--- config.mk ---
export PLATFORM = sky130hd
export DESIGN_NAME = execute_cycle
export DESIGN_NICKNAME = d
export VERILOG_FILES = /design/src/rtl/execute_cycle.sv
export SDC_FILE = /design/constraint.sdc
export NUM_CORES = 1
export LEC_CHECK = 0
export BUFFER_PORTS_ARGS = -buffer_cell sky130_fd_sc_hd__buf_2
export CORE_MARGIN = 1.5
export CORE_UTILIZATION = 50
export DETAILED_ROUTE_END_ITERATION = 10
export PLACE_DENSITY = 0.79
export REMOVE_ABC_BUFFERS = 1
export SKIP_CTS_REPAIR_TIMING = 1
export SLEW_MARGIN = 30
export SYNTH_ARGS = -nofsm -noshare
export SYNTH_HDL_FRONTEND = slang
export SYNTH_SLANG_ARGS = --single-unit
--- constraint.sdc ---
create_clock -name clk -period 5.03 [get_ports clk]
set_clock_uncertainty 0.05 [all_clocks]
set_input_delay 0.503 -clock clk [delete_from_list [all_inputs] [get_ports clk]]
set_output_delay 0.503 -clock clk [all_outputs]
set_load 0.02 [all_outputs]
--- src/rtl/execute_cycle.sv ---
// Execute stage: operand forwarding, ALU, branch/jump decision and target,
// and the EX/MEM pipeline register feeding the memory stage.
module execute_cycle (
    input  logic        clk,
    input  logic        reset,
    input  logic        HoldM,
    input  logic        RegWriteE,
    input  logic        MemWriteE,
    input  logic        ResultSrcE,
    input  logic        ALUSrcE,
    input  logic        BranchE,
    input  logic        JumpE,
    input  logic [2:0]  ALUControlE,
    input  logic [31:0] RD1_E,
    input  logic [31:0] RD2_E,
    input  logic [31:0] Imm_Ext_E,
    input  logic [31:0] PCE,
    input  logic [31:0] PCPlus4E,
    input  logic [4:0]  RD_E,
    input  logic [1:0]  ForwardA_E,
    input  logic [1:0]  ForwardB_E,
    input  logic [31:0] ResultW,
    output logic        PCSrcE,
    output logic [31:0] PCTargetE,
    output logic        RegWriteM,
    output logic        MemWriteM,
    output logic        ResultSrcM,
    output logic [4:0]  RD_M,
    output logic [31:0] ALU_ResultM,
    output logic [31:0] WriteDataM,
    output logic [31:0] PCPlus4M
);

    // Select 11 is unused by the hazard unit and falls back to the register file.
    function automatic logic [31:0] fwd_mux(input logic [1:0]  sel,
                                            input logic [31:0] rf_val,
                                            input logic [31:0] wb_val,
                                            input logic [31:0] mem_val);
        case (sel)
            2'b01:   fwd_mux = wb_val;
            2'b10:   fwd_mux = mem_val;
            default: fwd_mux = rf_val;
        endcase
    endfunction

    function automatic logic [31:0] alu_op(input logic [2:0]  op,
                                           input logic [31:0] a,
                                           input logic [31:0] b);
        logic signed [31:0] sa;
        logic signed [31:0] sb;
        sa = a;
        sb = b;
        case (op)
            3'b000:  alu_op = a + b;
            3'b001:  alu_op = a - b;
            3'b010:  alu_op = a & b;
            3'b011:  alu_op = a | b;
            3'b100:  alu_op = a ^ b;
            3'b101:  alu_op = {31'b0, (sa < sb)};
            3'b110:  alu_op = {31'b0, (a < b)};
            default: alu_op = a << b[4:0];
        endcase
    endfunction

    logic        regwrite_q, regwrite_d;
    logic        memwrite_q, memwrite_d;
    logic        resultsrc_q, resultsrc_d;
    logic [4:0]  rd_q, rd_d;
    logic [31:0] alu_result_q, alu_result_d;
    logic [31:0] write_data_q, write_data_d;
    logic [31:0] pc_plus4_q, pc_plus4_d;

    logic [31:0] src_a;
    logic [31:0] rs2_fwd;
    logic [31:0] src_b;
    logic [31:0] alu_result;
    logic        zero;

    // EX stage: forwarding, ALU, branch resolution
    assign src_a      = fwd_mux(ForwardA_E, RD1_E, ResultW, alu_result_q);
    assign rs2_fwd    = fwd_mux(ForwardB_E, RD2_E, ResultW, alu_result_q);
    assign src_b      = ALUSrcE ? Imm_Ext_E : rs2_fwd;
    assign alu_result = alu_op(ALUControlE, src_a, src_b);
    assign zero       = (alu_result == 32'd0);

    assign PCSrcE    = JumpE | (BranchE & zero);
    assign PCTargetE = PCE + Imm_Ext_E;

    always_comb begin
        regwrite_d   = regwrite_q;
        memwrite_d   = memwrite_q;
        resultsrc_d  = resultsrc_q;
        rd_d         = rd_q;
        alu_result_d = alu_result_q;
        write_data_d = write_data_q;
        pc_plus4_d   = pc_plus4_q;
        if (!reset) begin
            regwrite_d   = 1'b0;
            memwrite_d   = 1'b0;
            resultsrc_d  = 1'b0;
            rd_d         = 5'd0;
            alu_result_d = 32'd0;
            write_data_d = 32'd0;
            pc_plus4_d   = 32'd0;
        end else if (!HoldM) begin
            regwrite_d   = RegWriteE;
            memwrite_d   = MemWriteE;
            resultsrc_d  = ResultSrcE;
            rd_d         = RD_E;
            alu_result_d = alu_result;
            write_data_d = rs2_fwd;
            pc_plus4_d   = PCPlus4E;
        end
    end

    // EX/MEM boundary
    always_ff @(posedge clk) begin
        regwrite_q   <= regwrite_d;
        memwrite_q   <= memwrite_d;
        resultsrc_q  <= resultsrc_d;
        rd_q         <= rd_d;
        alu_result_q <= alu_result_d;
        write_data_q <= write_data_d;
        pc_plus4_q   <= pc_plus4_d;
    end

    assign RegWriteM   = regwrite_q;
    assign MemWriteM   = memwrite_q;
    assign ResultSrcM  = resultsrc_q;
    assign RD_M        = rd_q;
    assign ALU_ResultM = alu_result_q;
    assign WriteDataM  = write_data_q;
    assign PCPlus4M    = pc_plus4_q;

endmodule

* Word level (Yosys, flattened, before mapping)
Index checks and enable logic that the tools add are counted.
** Word-level totals
- Memories kept :: 0
- ROM bits :: 0
- Input bits :: 213
- Output and inout port bits :: 137
- Latch bits :: 0
- Bits in writable memories :: 0
- Flip-flop bits (word level) :: 104
** Cells by class
- Bitwise logic cells :: 5
- Equality and inequality tests :: 10
- Add/sub/neg operators :: 3
- Magnitude comparators :: 2
- Multipliers :: 0
- Multiplexer cells :: 4
- Shift-type cells :: 1
- Reductions and logical operators :: 2
- Divide/modulo/power cells :: 0
** Operators by type and width (count)
- $pmux 32 s7 :: 1
- $pmux 32 s2 :: 2
- $add 32x32->32 :: 2
- $lt 32x32->1 :: 2
- $and 32x32->32 :: 1
- $logic_not 32->1 :: 1
- $mux 32 :: 1
- $or 32x32->32 :: 1
- $shl 32x5->32 :: 1
- $sub 32x32->32 :: 1
- $xor 32x32->32 :: 1
- $eq 3x3->1 const B :: 3
- $eq 3x2->1 const B :: 2
- $eq 2x1->1 const B :: 2
- $eq 2x2->1 const B :: 2
- $eq 3x1->1 const B :: 1
- $logic_not 3->1 :: 1
- $and 1x1->1 :: 1
- $or 1x1->1 :: 1

* Logic depth before layout (Yosys ltp)
- Depth after elaboration :: 8
- Gate-level depth with buffers :: 21
- Depth with buffers taken out :: 19

* Worst setup path before layout
OpenSTA, ideal clock, no wires.
- Kind :: input -> output
- Start :: in ForwardB_E[0]
- End :: out PCSrcE
- Stages :: 21
- Path slack :: -641 ps
- Data required time :: 4477 ps
- Arrival :: 5118 ps
- Cells stage by stage :: inv_1 -> ha_1 -> or2_1 -> o221a_1 -> buf_6 -> buf_2 -> clkbuf_1 -> ha_1 -> inv_1 -> fa_1 -> nor2b_1 -> o221ai_1 -> a211oi_1 -> a2111oi_0 -> nor3_1 -> a31oi_1 -> o221ai_1 -> a211o_1 -> nor3_1 -> nand4_1 -> o31ai_1
** Between the ends
- Cells in the longest elaborated chain, start to end :: 8
** RTL lines
- start: declaration :: line 21 : input logic [1:0] ForwardB_E,
- $eq 2x2->1 / $eq 2x1->1 (equally long branches) :: line 39 : case (sel)
- $pmux 32 s2 (*) :: line 39
- $mux 32 (*) :: line 82 : assign src_b = ALUSrcE ? Imm_Ext_E : rs2_fwd;
- $sub 32x32->32, or another cell as far along :: line 55 : 3'b001: alu_op = a - b;
- $pmux 32 s7 (*) :: line 53 : case (op)
- $logic_not 32->1 (*) :: line 84 : assign zero = (alu_result == 32'd0);
- $and 1x1->1 (*) :: line 86 : assign PCSrcE = JumpE | (BranchE & zero);
- $or 1x1->1 (*) :: line 86
- end: declaration :: line 23 : output logic PCSrcE,
Mark *: on every way between the ends. The rest lies on a longest branch, timed or not.

* Final worst setup path
- Start :: in ForwardA_E[0]
- End :: out PCSrcE
** Between the ends
- Cells in the longest elaborated chain, start to end :: 7
** RTL lines
- start: declaration :: line 20 : input logic [1:0] ForwardA_E,
- $eq 2x2->1 / $eq 2x1->1 (equally long branches) :: line 39
- $pmux 32 s2 (*) :: line 39
- $sub 32x32->32, or another cell as far along :: line 55
- $pmux 32 s7 (*) :: line 53
- $logic_not 32->1 (*) :: line 84
- $and 1x1->1 (*) :: line 86
- $or 1x1->1 (*) :: line 86
Marked as above.

==> flow_metrics.py <==
metrics = {
    "placement": {
        "placed_cells": 2922,
        "io_buffers": 349,
        "dpl.hpwl_um": 51300,
        "post_dp_cell_area_um2": 18700,
        "gp_congestion": 1.03,
    },
    "sta": {
        "grt_setup_unrepaired": "true",
        "fmax_mhz": 180,
        "min_period_ps": 5550,
        "period_share": 1.10,
        "finalHoldViolCount": 0,
        "max-slew-margin-rel": 0.332,
        "worst_pin_slew_ps": 1000,
        "finalSetupViolations": 1,
        "setup_ws_ps": -521,
        "maxSlewViolCount": 0,
        "whs_ps": 294,
    },
    "logic_synthesis": {
        "syn_area_um2": 13700,
        "synth_top_cell_area_share": 0.152,
        "yosysTopAreaCell": "dfxtp_1",
        "synth.yosys.seq_area_share": 0.152,
        "syn_avg_cell_area_um2": 7.14,
        "synthTopCellsByArea": "dfxtp_1 (15%), ha_1 (13%), mux2i_1 (8.8%), nor2_1 (7.3%), a21oi_1 (5.9%)",
        "ys_seq_elements": 104,
        "ys_types": 84,
        "ys.warnings.count": 0,
        "synth_edf_count": 0,
        "synth_cells": 1921,
        "synthArstFlopShare": 0,
        "synth_top_flop_cell": "dfxtp_1",
    },
    "final_layout": {
        "fin_nets": 2978,
        "instances_no_fill": 2968,
        "area_delta_synth_final_pct": 48.8,
        "final_common_cell": "buf_4",
        "layout_common_cells": "buf_4 (449), buf_2 (344), nor2_1 (261)",
        "final_area_um2": 20400,
        "drive_above_1_share": 0.392,
        "fin_util": 0.757,
    },
    "worst_setup_path": {
        "path_max_fanout": 3,
        "endpoint_kind": "output pin",
        "crit_start": "ForwardA_E[0]",
        "crit_required_ps": 4480,
        "reg2reg_slack_ps": 710,
        "critPathLaunchType": "input pin",
        "crit-reg2reg-launch": "ALU_ResultM[4]$_SDFFE_PN0N_",
        "crit_type": "in -> out",
        "critPathArrivalTime_ps": 5000,
        "rr_worst_depth": 17,
    },
    "clocking": {
        "cts_sinks": 104,
        "htreeDepth": 3,
        "clockBufferDepth": 2,
        "clk_pin_slew_ps": 90,
        "clkLatencyLatePin_ps": 400,
        "tritoncts": "yes",
        "cts-root-buf": "clkbuf_16",
        "cts_buffers": 9,
    },
    "route": {
        "vias_per_cell": 6.30,
        "drtPass1Iterations": 6,
        "drt_wl_total_um": 66500,
        "drc": 0,
        "antenna_left": 0,
        "initialDrtViolationCount": 2356,
        "wl_per_cell_um": 22.4,
        "vias": 18700,
    },
    "floorplanning": {
        "row_count": 60,
        "die_w_um": 169,
        "chipHeight_um": 169,
        "dieArea_um2": 28400,
        "pin_count": 350,
        "start_util": 0.509,
        "coreArea_um2": 27000,
    },
    "grt": {
        "grt_overflow": 0,
        "grt_use_total": 0.436,
        "grt_pass1_vias": 17300,
        "grt_pass1_wl_um": 96800,
        "grt_antenna_before_repair": 1,
        "grt_max_degree": 66,
    },
    "status": {
        "violations": "negative setup slack",
        "status": "complete, but fails checks",
    },
    "power_and_ir_drop": {
        "p_leak_uw": 0.0100,
        "p_total_uw": 5350,
        "power_density_nw_per_um2": 262,
        "max-vdd-ir-drop_v": 0.000166,
    },
    "min_path": {
        "min_path_cells": 3,
        "worstHoldStart": "RD_E[1]",
        "hold_path_class": "in -> reg",
    },
    "job": {
        "cap_violations": 0,
    },
}
sequential cells by signal, summed over array words and instances (netlist names):
register,count
ALU_ResultM,32
MemWriteM,1
PCPlus4M,32
RD_M,5
RegWriteM,1
ResultSrcM,1
WriteDataM,32
routing by layer:
layer | part of all wire | wire [um] | GRT usage
met1 | 0.40 | 26700 | 0.564
met2 | 0.44 | 29500 | 0.693
met3 | 0.10 | 6780 | 0.0914
met4 | 0.052 | 3490 | 0.210
met5 | 0 | 0 | 0
logic make-up after synthesis:
group	Yosys count	synth area share
compound gates	674	0.332
xor+xnor	36	0.0230
fa+ha+maj	144	0.133
buf+inv	247	0.0710
flops	104	0.152
mux	133	0.100
simple gates	583	0.189
Yosys cell counts, types with 17 or more instances:
cell and n:
a211oi_1 27, a21o_1 30, a21oi_1 163, a22oi_1 80, a31oi_1 17, clkbuf_1 98
dfxtp_1 104, ha_1 141, inv_1 108, mux2i_1 121, nand2_1 137, nand3_1 25
nor2_1 266, nor2b_1 20, nor3_1 48, o21a_1 30, o21ai_0 108, o221ai_1 19
o22ai_1 26, xnor2_1 26
area by class of cell:
class	instances	area (um^2)
diodes	1	2.50
clock buffers	10	229
repair buffers	823	5470
inverters	113	433
flip-flops and latches	104	2080
fillers	2180	6540
multi-input cells	1570	11700
well taps	341	427
clock inverters	6	60.1
through the flow:
| step | worst slack [ps] | TNS [ps] |
|---|---|---|
| floorplan | -3750 | -75090 |
| global placement | -979 | -1280 |
| detailed placement | -1100 | -2190 |
| CTS | -1120 | -1120 |
| global route | -587 | -587 |
| finish | -521 | -521 |
critical path: stages:
cell and delay, ps:
buf_2 150, buf_4 150, ha_4 160, a221o_1 380, o21ai_4 130, inv_2 60, ha_2 190, fa_2 360
a211oi_2 290, o31ai_1 120, buf_4 180, nand3_4 120, a311o_1 250, a211o_1 260, a31oi_4 120, buf_6 140
a221o_1 290, a211o_1 310, nor3_1 170, nand4_1 170, o31ai_2 300, buf_4 180
power breakdown:
part | switching, uW | internal [uW] | leakage (uW)
clock network | 420 | 351 | 0.000141
logic | 2020 | 1620 | 0.00901
registers | 49.4 | 885 | 0.000856
path summary, 6_finish.rpt:
kind                                  end
max reg2reg  ALU_ResultM[26]$_SDFFE_PN0N_
min reg2reg   WriteDataM[31]$_SDFFE_PN0N_
min                  RD_M[1]$_SDFFE_PN0N_
max                                PCSrcE
Power figures use the tool's default switching activity.
